<file path="config.mk">
export PLATFORM = sky130hd
export DESIGN_NAME = risc_spm_processing_unit
export DESIGN_NICKNAME = d
export VERILOG_FILES = /design/src/rtl/risc_spm_processing_unit.sv
export SDC_FILE = /design/constraint.sdc
export NUM_CORES = 1
export LEC_CHECK = 0
export ABC_CLOCK_PERIOD_IN_PS = 3400
export CORE_ASPECT_RATIO = 1.1
export CORE_UTILIZATION = 50
export CTS_CLUSTER_DIAMETER = 50
export DETAILED_ROUTE_END_ITERATION = 10
export GPL_ROUTABILITY_DRIVEN = 0
export HOLD_SLACK_MARGIN = 0.12
export PLACE_DENSITY = 0.76
export SLEW_MARGIN = 20
export SYNTH_ARGS = -nofsm -noshare
export SYNTH_HDL_FRONTEND = slang
export SYNTH_SLANG_ARGS = --single-unit
</file>
<file path="constraint.sdc">
create_clock -name clk -period 3.4 [get_ports clk]
set_input_delay 0.68 -clock clk [delete_from_list [all_inputs] [get_ports clk]]
set_output_delay 0.68 -clock clk [all_outputs]
set_load 0.02 [all_outputs]
</file>
<file path="src/rtl/risc_spm_processing_unit.sv">
// RISC-SPM datapath: register file, PC, IR, address register, ALU operand Y,
// zero flag Z, and the two bus multiplexers. Executes the control word
// issued by the control unit each cycle.
module risc_spm_processing_unit #(
  parameter int unsigned word_size = 8,
  parameter int unsigned op_size   = 4,
  parameter int unsigned Sel1_size = 3,
  parameter int unsigned Sel2_size = 2
) (
  input  logic                 clk,
  input  logic                 rst,
  input  logic                 Load_R0,
  input  logic                 Load_R1,
  input  logic                 Load_R2,
  input  logic                 Load_R3,
  input  logic                 Load_PC,
  input  logic                 Inc_PC,
  input  logic [Sel1_size-1:0] Sel_Bus_1_Mux,
  input  logic [Sel2_size-1:0] Sel_Bus_2_Mux,
  input  logic                 Load_IR,
  input  logic                 Load_Add_R,
  input  logic                 Load_Reg_Y,
  input  logic                 Load_Reg_Z,
  input  logic [word_size-1:0] mem_word,
  output logic [word_size-1:0] instruction,
  output logic                 zero,
  output logic [word_size-1:0] address,
  output logic [word_size-1:0] Bus_1
);

  localparam logic [op_size-1:0] OP_NOP = op_size'(0);
  localparam logic [op_size-1:0] OP_ADD = op_size'(1);
  localparam logic [op_size-1:0] OP_SUB = op_size'(2);
  localparam logic [op_size-1:0] OP_AND = op_size'(3);
  localparam logic [op_size-1:0] OP_NOT = op_size'(4);
  localparam logic [op_size-1:0] OP_EQZ = op_size'(9);

  logic [word_size-1:0] r0, r1, r2, r3;
  logic [word_size-1:0] pc, ir, add_r, reg_y;
  logic                 reg_z;
  logic [word_size-1:0] bus_2;
  logic [word_size-1:0] alu_out;
  logic                 alu_zero;
  logic [op_size-1:0]   opcode;

  assign opcode = ir[word_size-1 -: op_size];

  // Bus_1 source select; unused or unknown selects drive zero
  always_comb begin
    Bus_1 = '0;
    case (Sel_Bus_1_Mux)
      Sel1_size'(0): Bus_1 = r0;
      Sel1_size'(1): Bus_1 = r1;
      Sel1_size'(2): Bus_1 = r2;
      Sel1_size'(3): Bus_1 = r3;
      Sel1_size'(4): Bus_1 = pc;
      default:       Bus_1 = '0;
    endcase
  end

  // Bus_2 source select: ALU result, Bus_1, memory read word, or zero
  always_comb begin
    bus_2 = '0;
    case (Sel_Bus_2_Mux)
      Sel2_size'(0): bus_2 = alu_out;
      Sel2_size'(1): bus_2 = Bus_1;
      Sel2_size'(2): bus_2 = mem_word;
      default:       bus_2 = '0;
    endcase
  end

  // ALU: data_1 = Y, data_2 = Bus_1; arithmetic wraps, carry/borrow dropped
  always_comb begin
    alu_out = '0;
    case (opcode)
      OP_NOP:  alu_out = '0;
      OP_ADD:  alu_out = reg_y + Bus_1;
      OP_SUB:  alu_out = Bus_1 - reg_y;
      OP_AND:  alu_out = reg_y & Bus_1;
      OP_NOT:  alu_out = ~Bus_1;
      OP_EQZ:  alu_out = reg_y ^ Bus_1;
      default: alu_out = '0;
    endcase
  end

  assign alu_zero = (alu_out == '0);

  // Datapath state; all loads take the pre-edge Bus_2 value
  always_ff @(posedge clk or negedge rst) begin
    if (!rst) begin
      r0    <= '0;
      r1    <= '0;
      r2    <= '0;
      r3    <= '0;
      pc    <= '0;
      ir    <= '0;
      add_r <= '0;
      reg_y <= '0;
      reg_z <= 1'b0;
    end else begin
      if (Load_R0)    r0    <= bus_2;
      if (Load_R1)    r1    <= bus_2;
      if (Load_R2)    r2    <= bus_2;
      if (Load_R3)    r3    <= bus_2;
      if (Load_IR)    ir    <= bus_2;
      if (Load_Add_R) add_r <= bus_2;
      if (Load_Reg_Y) reg_y <= bus_2;
      if (Load_Reg_Z) reg_z <= alu_zero;
      if (Load_PC)     pc <= bus_2;
      else if (Inc_PC) pc <= pc + word_size'(1);
    end
  end

  assign instruction = ir;
  assign zero        = reg_z;
  assign address     = add_r;

endmodule

</file>
==> impl_metrics.ini <==
[outcome]
outcome = complete, no violations

[worst_setup_path]
crit_arrival_ns = 3.50
rrSetupSlack_ns = 0.34
r2r-end = pc[6]
crit_buf_inv = 3
cpPeakStageDelay_ns = 0.36
critPathLaunchType = input pin
timing.rr.start = instruction[4]
required_ns = 3.67
reg2reg_depth = 11
cp_cell_sequence = dlygate4sd2_1 -> mux2_4 -> a221oi_4 -> inv_2 -> ha_1 -> nor2b_2 -> o2111ai_2 -> nand2_1 -> buf_4 -> o22a_1 -> a311oi_2 -> a21oi_4 -> a21oi_1
cp.depth = 13
end_kind = flip-flop
cp_max_fo = 8
crit_end = r0[5]
crit_family = compound AO/OA/AOI/OAI gates
critical_path_class = input pin to flip-flop
critPathSlowestCell = a221oi_4
cp-startpoint = Sel_Bus_1_Mux[0]

[global_route]
antenna_found_initial = 0
grt_pass1_vias = 3616
grt_overflow = 0
grt_pass1_wl_mm = 18.35
grt_usage_pct = 30.27
grt_max_degree = 41

[synthesis]
synthesis.area_mm2 = 0.003905
ys_types = 58
synth-simple-area-share_pct = 16.76
synth-main-ff-cell = dfrtp_1
syn_avg_cell_area_um2 = 9.018
synthMuxAreaShare_pct = 3.236
synth_seq_cells = 65
synth_top_family_by_area = compound AO/OA/AOI/OAI gates
synth-adder-area-share_pct = 5.960
synthXorXnorAreaFrac_pct = 4.454
ys_seq_area_share_pct = 41.65
synth_edf_count = 0
async_flop_share_pct = 100.0
synth-compound-area-share_pct = 22.65
synth_area_leaders = dfrtp_1 (42%), a21oi_1 (9.1%), nor2_1 (7.8%)
synth_top_area_share_pct = 41.65
netlist_instances = 433
synth_largest_area_cell = dfrtp_1
yosys_warnings = 0
synthesis.nets = 476

[flow_run]
drv_cap = 0

[clock_tree]
cts_made_buffers = 9
cts_htree_levels = 3
root_buffer = clkbuf_8
path_clk_slew_ns = 0.08
clk_latency_ns = 0.36
cts_max_path_buffers = 2
holdBufCountCts = 0
cts_tree = built
clkSinkCount = 65

[timing]
tightest_slew_ns = 0.8824
finClkSkew_ns = 0.01125
post-route-min-period_ns = 3.225
whs_ns = 0.4209
relSlewSlack_pct = 41.02
drv_slew = 0
setup_viol = 0
period_share_pct = 94.85
final-hold-violation-count = 0
max_freq_mhz = 310.1

[finish]
nets = 573
fin_cells = 640
num_antenna_cells = 0
drive_gt1_share_pct = 26.17
syn2layout_area_growth_pct = 35.31
fin_area_mm2 = 0.005284

[placed_design]
place_area_mm2 = 0.004921
hpwl_mm = 8.552
post-place-cells = 622
portBuffers = 49

[die]
pin_count = 50
die_area_mm2 = 0.008168
core_mm2 = 0.007515
initial_core_util_pct = 51.96
fp.dieW_um = 86.26
rows = 33
die_h_um = 94.69

[power]
powerDensity_mw_per_mm2 = 536.2
power.total_mw = 2.833
leakage_nw = 2.327
peakVddDrop_v = 0.0003503

[route]
postRouteAntennaNets = 0
wl_per_cell_um = 18.54
drc = 0
firstDrtPassIters = 4
viasPerCell = 5.922
num_vias = 3790
wirelength_mm = 11.86
drtIter0Drc = 293

[hold_path]
min_path_type = input pin to async pin
[stage by stage]
stage / util [%] / setup TNS (ns) / worst slack [ns]
finish: 70.31 / 0 / 0.1750
global route: 70.31 / -0.008186 / -0.003878
CTS: 69.00 / 0 / 0.06603
detailed placement: 65.48 / -31.41 / -0.6338
global placement: 65.48 / -27.14 / -0.6477
floorplan: - / 0 / 0.002380
[where the power goes]
| part | total (mW) | internal, mW | switching, mW |
|---|---|---|---|
| Sequential | 0.982 | 0.885 | 0.0979 |
| Combinational | 1.16 | 0.550 | 0.608 |
| Clock | 0.693 | 0.351 | 0.342 |
[synth_stat cells (6+ instances only)]
cell,instances
a21oi_1,71
nand2_1,13
buf_1,8
buf_2,6
a22oi_1,9
a31oi_1,12
o21ai_0,7
clkbuf_1,13
nand3b_1,6
xnor2_1,14
nor2_1,81
inv_1,18
dfrtp_1,65
mux2i_1,7
ha_1,17
[repair_timing]
item | 4_1_cts | 5_1_grt
gates resized for setup | 19 | 21
endpoints found under the setup margin | 57 | 33
setup buffers | 0 | 2
pin swaps | 4 | 7
[worst min path at each step]
stage | startpoint | endpoint | slack [ns]
3_5_place_dp | zero | zero | 0.52
5_1_grt | rst | r2[4] | 0.49
2_1_floorplan | rst | address[0] | 0.38
4_1_cts | rst | r3[7] | 0.45
6_report | rst | r2[4] | 0.42
3_3_place_gp | zero | zero | 0.51
[cells by family (layout without fill, tap and decap cells)]
family                   after synthesis  after routing
AO/OA/AOI/OAI                        138            138
multiplexers                          12             12
flip-flops                            65             65
XOR/XNOR                              19             19
buffers and inverters                 49            151
AND/OR/NAND/NOR                      132            132
adder cells (fa/ha/maj)               18             18
[placed cells by master (no fill, tap or decap), types with 3 or more instances in the layout]
cell type,netlist,layout
a211oi_1,4,3
a21o_1,5,5
a21oi_1,71,62
a21oi_2,1,9
a221oi_4,0,3
a22oi_1,9,9
a31oi_1,12,12
and3_1,3,3
buf_4,2,65
clkbuf_8,0,9
clkdlybuf4s50_1,0,43
dfrtp_1,65,65
dlygate4sd2_1,0,3
ha_1,17,13
inv_1,18,13
inv_2,1,6
inv_6,0,3
mux2_2,5,4
mux2i_1,7,7
nand2_1,13,13
nand3b_1,6,6
nand4_1,3,3
nor2_1,81,80
nor2b_1,5,4
nor3_1,5,4
o21ai_1,2,6
o22ai_1,5,5
xnor2_1,14,14
xor2_1,4,4
[area by class of cell]
cell class / count / area [µm²]
clock buffer: 9 / 123.9
tap: 105 / 131.4
multi-input combinational: 319 / 2257
sequential: 65 / 1627
clock inverter: 7 / 82.58
timing repair buffer: 116 / 991.0
fill: 585 / 2231
inverter: 19 / 71.32
[sequential cells by signal, indices dropped and copies added, names as in the netlist]
| name | count |
|---|---|
| r3 | 8 |
| zero | 1 |
| pc | 8 |
| reg_y | 8 |
| address | 8 |
| r2 | 8 |
| instruction | 8 |
| r0 | 8 |
| r1 | 8 |
[layer usage]
layer	up-vias	GRT usage [%]	share of wire, %
met5	-	0	0
met4	0	19.17	5.1
met3	43	5.420	5.7
met2	176	48.48	48
met1	1833	37.93	41
li1	1738	-	-
No activity file was read; power rests on OpenSTA's default activity.
